==> src/rtl/intr_ctrl.sv <==
// Eight-line edge-triggered interrupt controller: synchronises requests, latches
// them as pending, and hands the highest-priority unmasked one to the control unit.
module intr_ctrl (
    input  logic       clk,
    input  logic       reset,
    input  logic [7:0] irq_in,
    input  logic       we_mask,
    input  logic [7:0] mask_in,
    input  logic       ack,
    input  logic       eoi,
    output logic [7:0] intr,
    output logic       int_req,
    output logic [7:0] pending,
    output logic       in_service,
    output logic [2:0] active_id
);

    localparam logic ST_IDLE    = 1'b0;
    localparam logic ST_SERVICE = 1'b1;

    logic       state;
    logic       state_next;
    logic [7:0] s1;
    logic [7:0] s2;
    logic [7:0] s3;
    logic [7:0] mask;
    logic [7:0] rise;
    logic [7:0] masked;
    logic [2:0] sel;
    logic       take;
    logic [7:0] clear;
    logic [7:0] pending_next;

    assign rise       = s2 & ~s3;
    assign masked     = pending & mask;
    assign in_service = (state == ST_SERVICE);
    assign int_req    = (|masked) & ~in_service;
    assign intr       = int_req ? (8'd1 << sel) : '0;
    assign take       = (state == ST_IDLE) && ack && int_req;

    // Bit 0 is the highest priority.
    always_comb begin
        casez (masked)
            8'b???????1: sel = 3'd0;
            8'b??????10: sel = 3'd1;
            8'b?????100: sel = 3'd2;
            8'b????1000: sel = 3'd3;
            8'b???10000: sel = 3'd4;
            8'b??100000: sel = 3'd5;
            8'b?1000000: sel = 3'd6;
            8'b10000000: sel = 3'd7;
            default:     sel = 3'd0;
        endcase
    end

    // A fresh edge on the line being acknowledged wins over the clear.
    always_comb begin
        clear        = take ? (8'd1 << sel) : '0;
        pending_next = (pending & ~clear) | rise;
    end

    always_comb begin
        state_next = state;
        case (state)
            ST_IDLE:    if (take) state_next = ST_SERVICE;
            ST_SERVICE: if (eoi)  state_next = ST_IDLE;
            default:    state_next = ST_IDLE;
        endcase
    end

    always_ff @(posedge clk) begin
        if (reset) begin
            s1        <= '0;
            s2        <= '0;
            s3        <= '0;
            pending   <= '0;
            mask      <= '0;
            active_id <= '0;
            state     <= ST_IDLE;
        end else begin
            s1      <= irq_in;
            s2      <= s1;
            s3      <= s2;
            pending <= pending_next;
            state   <= state_next;
            if (we_mask) mask <= mask_in;
            if (take) active_id <= sel;
        end
    end

endmodule

==> config.mk <==
export PLATFORM = sky130hd
export DESIGN_NAME = intr_ctrl
export DESIGN_NICKNAME = d
export VERILOG_FILES = /design/src/rtl/intr_ctrl.sv
export SDC_FILE = /design/constraint.sdc
export NUM_CORES = 1
export LEC_CHECK = 0
export ABC_AREA = 1
export CAP_MARGIN = 20
export CORE_MARGIN = 3
export CORE_UTILIZATION = 40
export DETAILED_ROUTE_END_ITERATION = 10
export PLACE_DENSITY = 0.69
export SYNTH_ARGS = -nofsm -noshare
export SYNTH_HDL_FRONTEND = slang
export SYNTH_SLANG_ARGS = --single-unit
==> constraint.sdc <==
create_clock -name clk -period 1.2 [get_ports clk]
set_input_delay 0.12 -clock clk [delete_from_list [all_inputs] [get_ports clk]]
set_output_delay 0.12 -clock clk [all_outputs]
set_load 0.02 [all_outputs]
==> flow_summary_export.csv, run 1 <==
group,metric,value,unit
status,run_status,"complete, but fails checks",
synth,muxShareOfSynthArea,0,%
critical_path,arrival,1.42,ns
synth,synth-xor-area-share,0,%
synth,netlist_area,1775,um^2
timing,fin_skew,0.006810,ns
placement,dp_hpwl,2606,um
clock_tree,insertion_delay,0.30,ns
critical_path,timing.rr.start,"mask[0]$_SDFFE_PP0P_",
pwr,powerDensity,1184,nW/um^2
grt,grt_first_pass_wirelength,6147,um
synth,synth_edf_count,0,
clock_tree,htree_levels,2,
timing,period_share,127.9,%
critical_path,startpoint_type,"flip-flop",
synth,synth.most_common_cell,"nor2_1",
synth,synth_fa_ha_area_share,0,%
synth,synth_nets,264,
synth,yosysSeqAreaShare,49.61,%
grt,grt_remaining_overflow,0,
finish,final_util,67.06,%
synth,synthFlopType,"dfxtp_1",
critical_path,worstSetupPathType,"flip-flop to primary output",
clock_tree,cts_max_path_buffers,2,
finish,diodes,0,
grt,grt.total_usage,14.98,%
drt,drt_iter0_markers,68,
clock_tree,numCtsBuffers,5,
synth,ys_async_sr_fraction,0,%
pwr,power,3.291,mW
synth,synth.ff_latch_count,44,
critical_path,r2r-end,"active_id[0]$_SDFFE_PP0P_",
timing,slew_headroom,80.70,%
grt,grt_pass1_vias,1371,
synth,synth-compound-area-share,8.104,%
placement,dpl_cell_area,2517,um^2
placement,io_buffers,41,
clock_tree,cts_root_buffer,"clkbuf_8",
finish,area_delta_synth_final,56.52,%
run,maxCapViolations,0,
finish,num-nets-final,341,
worst_hold_path,min_to,"s1[1]$_SDFF_PP0_",
timing,slew_viol_final,0,
finish,stdcell_area,2779,um^2
synth,yosysWarnings,0,
clock_tree,ctsHoldBuffers,0,
critical_path,cp.required,1.08,ns
die,initial_utilization,42.84,%
timing,final_hold_viol_count,0,
synth,yosys.area_share.simple,28.89,%
synth,synth_top_family_by_area,"simple AND/OR/NAND/NOR gates",
timing,finalCriticalPeriod,1.535,ns
worst_hold_path,hold_depth,3,
clock_tree,clock_sinks,44,
synth,synth.area.top_cells,"dfxtp_1 (50%), nor2_1 (12%), inv_1 (11%)",
critical_path,ff2ff_path_depth,9,
grt,antenna_found_initial,0,
timing,worstMarginPinSlew,0.2865,ns
status,violations,"setup timing",
synth,synthCells,243,
timing,worst_slack,-0.3353,ns
grt,grt_start_max_net_pins,24,
drt,route.detailed.drc,0,
drt,dr.pass1.iters,4,
die,core,4144,um^2
drt,ant_nets,0,
placement,gp_congestion,0.8615,
die,io_pins,42,
clock_tree,cts_tree,"yes",
synth,synth_area_per_cell,7.306,um^2
pwr,peakVddDrop,757.8,uV
worst_hold_path,min-delay-start,"irq_in[1]",
pwr,p_leak,1.351,nW
critical_path,path_max_fanout,5,
drt,wl_per_cell,10.73,um
drt,vias,1583,
timing,fmax,651.3,MHz
worst_hold_path,hp-class,"input port to flip-flop",
clock_tree,clkTransAtPathRegs,0.09,ns
drt,wirelength,3981,um
timing,setup_viol,21,
synth,ys_types,19,
drt,via_per_inst,4.267,
die,die_x,72.63,um
synth,yosysTopAreaCell,"dfxtp_1",
critical_path,end_kind,"primary output",
synth,synthDominantCellAreaShare,49.61,%
die,die-area,5274,um^2
synth,synth_common_cells,"nor2_1 (59), inv_1 (52), nand2_1 (46), dfxtp_1 (44), o21ai_0 (11)",
timing,holdWs,0.3316,ns
die,die_h,72.63,um
timing,grt_setup_unrepaired,"true",
critical_path,reg2reg_slack,-0.11,ns
finish,drive_above_1_share,36.76,%
die,row_count,23,
## area by class of cell
cell class	instances	area, um^2
flip-flops and latches	44	915.9
fillers	366	1365
inverters	53	201.4
repair buffers	74	640.6
clock buffers	5	68.82
multi-input cells	142	844.6
clock inverters	3	45.04
well taps	50	62.56
## state kept, by name, indices dropped and copies added (netlist names)
name	cells
active_id	3
in_service	1
mask	8
pending	8
s1	8
s2	8
s3	8
## critical path, stage by stage, from the launching register on
cell and delay [ns]:
dfxtp_4 0.36, nand2_4 0.06, nand2_4 0.07, nor2_4 0.19, buf_6 0.13, nand3_4 0.06, nor2_4 0.12, buf_6 0.12
## worst max-delay path by stage
stage / startpoint / end / slack (ns) / depth (start not counted)
global placement: pending[5]$_SDFF_PP0_ / intr[0] / -0.48 / 8
CTS: pending[2]$_SDFF_PP0_ / intr[7] / -0.31 / 7
finish: pending[1]$_SDFF_PP0_ / intr[7] / -0.34 / 7
floorplan: pending[2]$_SDFF_PP0_ / pending[5]$_SDFF_PP0_ / 0.002 / 8
global route: pending[2]$_SDFF_PP0_ / intr[5] / -0.43 / 8
detailed placement: pending[1]$_SDFF_PP0_ / int_req / -0.48 / 7
## where the power goes
group          leakage, nW  switching (mW)  internal, mW
registers            0.370          0.0446          1.54
clock network       0.0591           0.513         0.629
logic                0.923           0.302         0.267
total                 1.35           0.860          2.43
## per-layer routing
metal,GRT usage [%],wire length (um)
met5,0,0
met4,5.943,63
met3,4.545,234
met2,24.45,1910
met1,18.44,1773
## layout by cell type (no fill, tap or decap), types with 5 or more instances in the layout
cell type	count
dfxtp_2	10
clkbuf_8	5
inv_1	48
nor2_1	51
o21ai_0	10
dfxtp_1	28
nand2_2	8
clkbuf_2	8
nand2_4	9
buf_6	11
clkdlybuf4s50_1	20
dfxtp_4	6
nor2_4	9
nand2_1	34
buf_4	30
## through the flow
| stage | setup TNS (ns) | worst slack, ns | instances |
|---|---|---|---|
| after floorplan | 0 | 0.002412 | 243 |
| after global placement | -5.151 | -0.4776 | 356 |
| after detailed placement | -5.493 | -0.4849 | 356 |
| after CTS | -3.022 | -0.3096 | 368 |
| after global routing | -4.997 | -0.4261 | 371 |
| final | -3.640 | -0.3353 | 371 |
## timing repair
item | CTS | global route
buffers inserted | 4 | 4
hold endpoints to repair | 0 | 0
pin swaps | 10 | 17
endpoints found under the setup margin | 33 | 30
cloned | 1 | 0
gates resized for setup | 98 | 28
## kinds of logic after synthesis
| group | Yosys count |
|---|---|
| DFF | 44 |
| buffers and inverters | 58 |
| and+or+nand+nor | 120 |
| AOI/OAI and AO/OA | 21 |
Power figures use the tool's default switching activity.
==> inputs of run 2 (changes only) <==
- CORE_MARGIN: 3 -> default
- HOLD_SLACK_MARGIN: default -> 0.08
==> flow_summary_export.csv, run 2 (synthesis results as in run 1) <==
group,metric,value,unit
die,die_x,68.63,um
pwr,power,3.099,mW
pwr,powerDensity,1141,nW/um^2
drt,ant_nets,0,
timing,fin_skew,0.008863,ns
critical_path,ff2ff_path_depth,8,
timing,finalCriticalPeriod,1.508,ns
timing,fmax,663.3,MHz
finish,final_util,65.55,%
timing,slew_viol_final,0,
critical_path,cp.required,1.08,ns
timing,period_share,125.6,%
critical_path,path_cells,"nand2_4 -> nand2_4 -> nor2_4 -> nand2_4 -> nand2_8 -> nor2_4 -> buf_6",
drt,dr.pass1.iters,4,
drt,vias,1580,
grt,grt.total_usage,17.75,%
clock_tree,insertion_delay,0.31,ns
clock_tree,cts_max_path_buffers,2,
drt,via_per_inst,4.293,
status,violations,"setup timing",
critical_path,worstSetupPathType,"flip-flop to primary output",
drt,route.detailed.drc,0,
placement,dp_worst_setup_slack,-0.4938,ns
timing,worst_slack,-0.3077,ns
timing,worstMarginPinSlew,0.2474,ns
die,core,4144,um^2
critical_path,path_max_fanout,8,
grt,grt_start_max_net_pins,21,
placement,dp_hpwl,2594,um
timing,holdWs,0.3178,ns
worst_hold_path,hp-class,"input port to flip-flop",
critical_path,crit_family,"simple AND/OR/NAND/NOR gates",
timing,setup_viol,21,
timing,final_hold_viol_count,0,
grt,antenna_found_initial,0,
die,die-area,4709,um^2
finish,layout_commonest_cell,"nor2_1",
grt,grt_remaining_overflow,0,
critical_path,startpoint_type,"flip-flop",
placement,gp_congestion,0.7967,
status,run_status,"complete, but fails checks",
finish,diodes,0,
critical_path,critPathMostFrequentCell,"nand2_4",
critical_path,worst-path-buf-inv,1,
die,row_count,23,
clock_tree,htree_levels,2,
placement,io_buffers,41,
die,initial_utilization,42.84,%
critical_path,critical-path-slowest-cell,"dfxtp_4",
clock_tree,numCtsBuffers,5,
critical_path,critPathMaxStageDelay,0.36,ns
critical_path,critical_path_depth,7,
critical_path,end_kind,"primary output",
drt,wirelength,3847,um
pwr,p_leak,1.315,nW
finish,finalNonFillerCells,368,
die,io_pins,42,
finish,drive_above_1_share,34.59,%
critical_path,arrival,1.39,ns
die,die_h,68.63,um
grt,grt_first_pass_wirelength,5989,um
worst_hold_path,hold_depth,3,
grt,grt_pass1_vias,1388,
run,maxCapViolations,0,
placement,placed_cells,356,
clock_tree,cts_tree,"yes",
clock_tree,cts_root_buffer,"clkbuf_8",
pwr,peakVddDrop,881.8,uV
timing,grt_setup_unrepaired,"true",
timing,slew_headroom,83.45,%
finish,num-nets-final,338,
clock_tree,clkTransAtPathRegs,0.09,ns
finish,final_cell_mix,"nor2_1 (51), inv_1 (50), nand2_1 (34)",
drt,drt_iter0_markers,42,
finish,area_delta_synth_final,53.00,%
clock_tree,clock_sinks,44,
drt,wl_per_cell,10.45,um
clock_tree,ctsHoldBuffers,0,
[run 2: cell count changes in the layout (fill, tap and decap cells not counted), moves of 2 or more]
cell             before  now
buf_6                11    9
clkdlybuf4s15_2       0    2
dfxtp_1              28   30
dfxtp_2              10    8
inv_1                48   50
inv_4                 2    0
[run 2: repair_timing]
action | in CTS | in global routing
setup endpoints to repair | 33 | 28
pin swaps | 11 | 5
gates cloned | 1 | 0
buffers inserted | 1 | 3
gates resized for setup | 99 | 15
[run 2: layout make-up]
class	instances	area [um^2]
inverters	53	198.9
clock buffers	5	68.82
flip-flops and latches	44	913.4
repair buffers	71	623.1
multi-input cells	142	824.5
well taps	50	62.56
clock inverters	3	25.02
fillers	361	1428
[run 2: where the power goes]
group          leakage (nW)  internal (mW)  switching, mW  total (mW)
logic                 0.901          0.257          0.294       0.551
clock network        0.0452          0.424          0.545       0.969
registers             0.369           1.53         0.0434        1.58
[run 2: worst reg2reg max path, delay by kind of cell, from the launching register on]
kind            cells  cell delay, ns
compound gates      1            0.04
simple gates        5            0.53
flops               1            0.36
buf+inv             2            0.30
[run 2: routing by layer]
metal / wire (um) / global-route usage (%)
met2: 1889 / 30.15
met4: 76 / 8.073
met1: 1701 / 20.06
met3: 180 / 5.757
met5: 0 / 0
[run 2: worst paths after layout]
path,startpoint,slack (ns),to
worst max-delay path,pending[2]$_SDFF_PP0_,-0.31,intr[6]
worst min-delay path,irq_in[7],0.32,s1[7]$_SDFF_PP0_
worst max register to register,pending[2]$_SDFF_PP0_,-0.12,in_service$_SDFF_PP0_
worst min register to register,s1[0]$_SDFF_PP0_,0.41,s2[0]$_SDFF_PP0_
[run 2: per-stage QoR]
stage / TNS (ns) / cell area, um^2
2_1_floorplan: 0 / 1868
3_3_place_gp: -5.369 / 2517
3_5_place_dp: -6.040 / 2517
4_1_cts: -4.475 / 2709
5_1_grt: -5.215 / 2716
6_report: -3.576 / 2716
==> inputs of run 3 (changes only) <==
==> constraint.sdc (replaced) <==
create_clock -name clk -period 1.2 [get_ports clk]
set_input_delay 0.24 -clock clk [delete_from_list [all_inputs] [get_ports clk]]
set_output_delay 0.24 -clock clk [all_outputs]
set_load 0.02 [all_outputs]
==> flow_summary_export.csv, run 3 (synthesis results as in run 1) <==
group,metric,value,unit
status,run_status,"complete, but fails checks",
status,violations,"setup timing",
die,core,4144,um^2
drt,via_per_inst,4.302,
worst_hold_path,hp-class,"flip-flop to flip-flop",
finish,num-nets-final,337,
critical_path,cp.required,0.96,ns
timing,grt_setup_unrepaired,"true",
grt,grt.total_usage,17.96,%
clock_tree,htree_levels,2,
grt,grt_first_pass_wirelength,6141,um
critical_path,critical-path-slowest-cell,"dfxtp_4",
critical_path,worst-path-buf-inv,1,
finish,final_cell_mix,"nor2_1 (49), inv_1 (46), nand2_1 (35)",
drt,ant_nets,0,
timing,fin_setup_tns,-4.984,ns
timing,holdWs,0.4047,ns
die,die_x,68.63,um
drt,route.detailed.drc,0,
pwr,p_leak,1.316,nW
die,io_pins,42,
critical_path,ff2ff_path_depth,8,
clock_tree,cts_max_path_buffers,2,
timing,fin_skew,0.005354,ns
grt,grt_start_max_net_pins,25,
clock_tree,insertion_delay,0.30,ns
critical_path,crit_family,"simple AND/OR/NAND/NOR gates",
placement,io_buffers,41,
grt,grt_pass1_vias,1424,
die,die-area,4709,um^2
die,die_h,68.63,um
drt,wirelength,3874,um
critical_path,startpoint_type,"flip-flop",
critical_path,critPathMostFrequentCell,"nand2_4",
critical_path,critical_path_depth,7,
critical_path,worstSetupPathType,"flip-flop to primary output",
timing,period_share,136.9,%
timing,worst_slack,-0.4433,ns
timing,worstMarginPinSlew,0.2213,ns
die,initial_utilization,42.84,%
clock_tree,clock_sinks,44,
critical_path,arrival,1.40,ns
finish,finalNonFillerCells,367,
finish,final_util,66.36,%
finish,diodes,0,
drt,vias,1579,
placement,placed_cells,354,
critical_path,path_cells,"nand2_4 -> nand2_4 -> nor2_4 -> nand2_4 -> nand2_8 -> nor2_4 -> buf_6",
grt,antenna_found_initial,0,
timing,setup_viol,21,
placement,gp_congestion,0.8569,
finish,area_delta_synth_final,54.90,%
critical_path,critPathMaxStageDelay,0.35,ns
run,maxCapViolations,0,
pwr,powerDensity,1117,nW/um^2
finish,drive_above_1_share,37.22,%
finish,layout_commonest_cell,"nor2_1",
drt,drt_iter0_markers,41,
clock_tree,numCtsBuffers,5,
timing,finalCriticalPeriod,1.643,ns
pwr,peakVddDrop,816.3,uV
drt,wl_per_cell,10.56,um
timing,slew_viol_final,0,
grt,grt_remaining_overflow,0,
timing,fmax,608.5,MHz
clock_tree,clkTransAtPathRegs,0.08,ns
clock_tree,cts_tree,"yes",
timing,final_hold_viol_count,0,
drt,dr.pass1.iters,5,
worst_hold_path,hold_depth,2,
critical_path,end_kind,"primary output",
die,row_count,23,
clock_tree,cts_root_buffer,"clkbuf_8",
timing,slew_headroom,85.09,%
critical_path,path_max_fanout,8,
placement,dp_hpwl,2686,um
-- run 3: changes by cell type in the layout (fill, tap and decap cells not counted), sizes merged --
cell | previous run | this run
buf | 39 | 47
inv | 54 | 52
dlygate4sd2 | 3 | 0
clkinv | 1 | 2
clkdlybuf4s15 | 2 | 0
clkbuf | 12 | 9
-- run 3: path summary, 6_finish.rpt --
| check | from | slack [ns] | to |
|---|---|---|---|
| worst min-delay path | s1[5]$_SDFF_PP0_ | 0.40 | s2[5]$_SDFF_PP0_ |
| worst max-delay path | pending[2]$_SDFF_PP0_ | -0.44 | intr[2] |
| worst max register to register | mask[0]$_SDFFE_PP0P_ | -0.14 | pending[5]$_SDFF_PP0_ |
| worst min register to register | s1[5]$_SDFF_PP0_ | 0.40 | s2[5]$_SDFF_PP0_ |
-- run 3: timing repair --
item                                    4_1_cts  5_1_grt
pin swaps                                     8        8
endpoints found under the setup margin       33       29
cloned                                        1        0
buffers inserted                              2        2
resized for setup                           104       31
hold buffers                                  0        0
-- run 3: area by class of cell --
class / count / area, um^2
repair buffers: 70 / 623.1
flip-flops and latches: 44 / 920.9
fillers: 363 / 1394
clock inverters: 2 / 16.27
clock buffers: 6 / 72.57
inverters: 53 / 203.9
multi-input cells: 142 / 850.8
well taps: 50 / 62.56
-- run 3: through the flow --
step | setup WS (ns) | power, mW | cell area, um^2
6_report | -0.4433 | 3.073 | 2750
5_1_grt | -0.4953 | 3.234 | 2750
4_1_cts | -0.4377 | 3.069 | 2664
3_5_place_dp | -0.5872 | 2.139 | 2564
3_3_place_gp | -0.5795 | 2.129 | 2564
2_1_floorplan | -0.002327 | 1.894 | 1929
-- run 3: worst min-delay path: stages, from the launching register on --
cell and delay [ns]:
dfxtp_1 0.30, inv_1 0.04, nor2_1 0.03
-- run 3: power by group --
group / internal (mW) / leakage, nW / switching (mW)
clock network: 0.414 / 0.0414 / 0.513
logic: 0.263 / 0.905 / 0.305
registers: 1.53 / 0.370 / 0.0441
-- run 3: layer usage --
metal  share of wire [%]  wire, um  track usage [%]  vias to the layer above
met1                  47      1807            22.00                      676
met3                 5.2       202            5.592                        8
li1                    -         -                -                      853
met5                   0         0                0                        -
met4                 1.8        68            6.250                        0
met2                  46      1797            29.53                       42
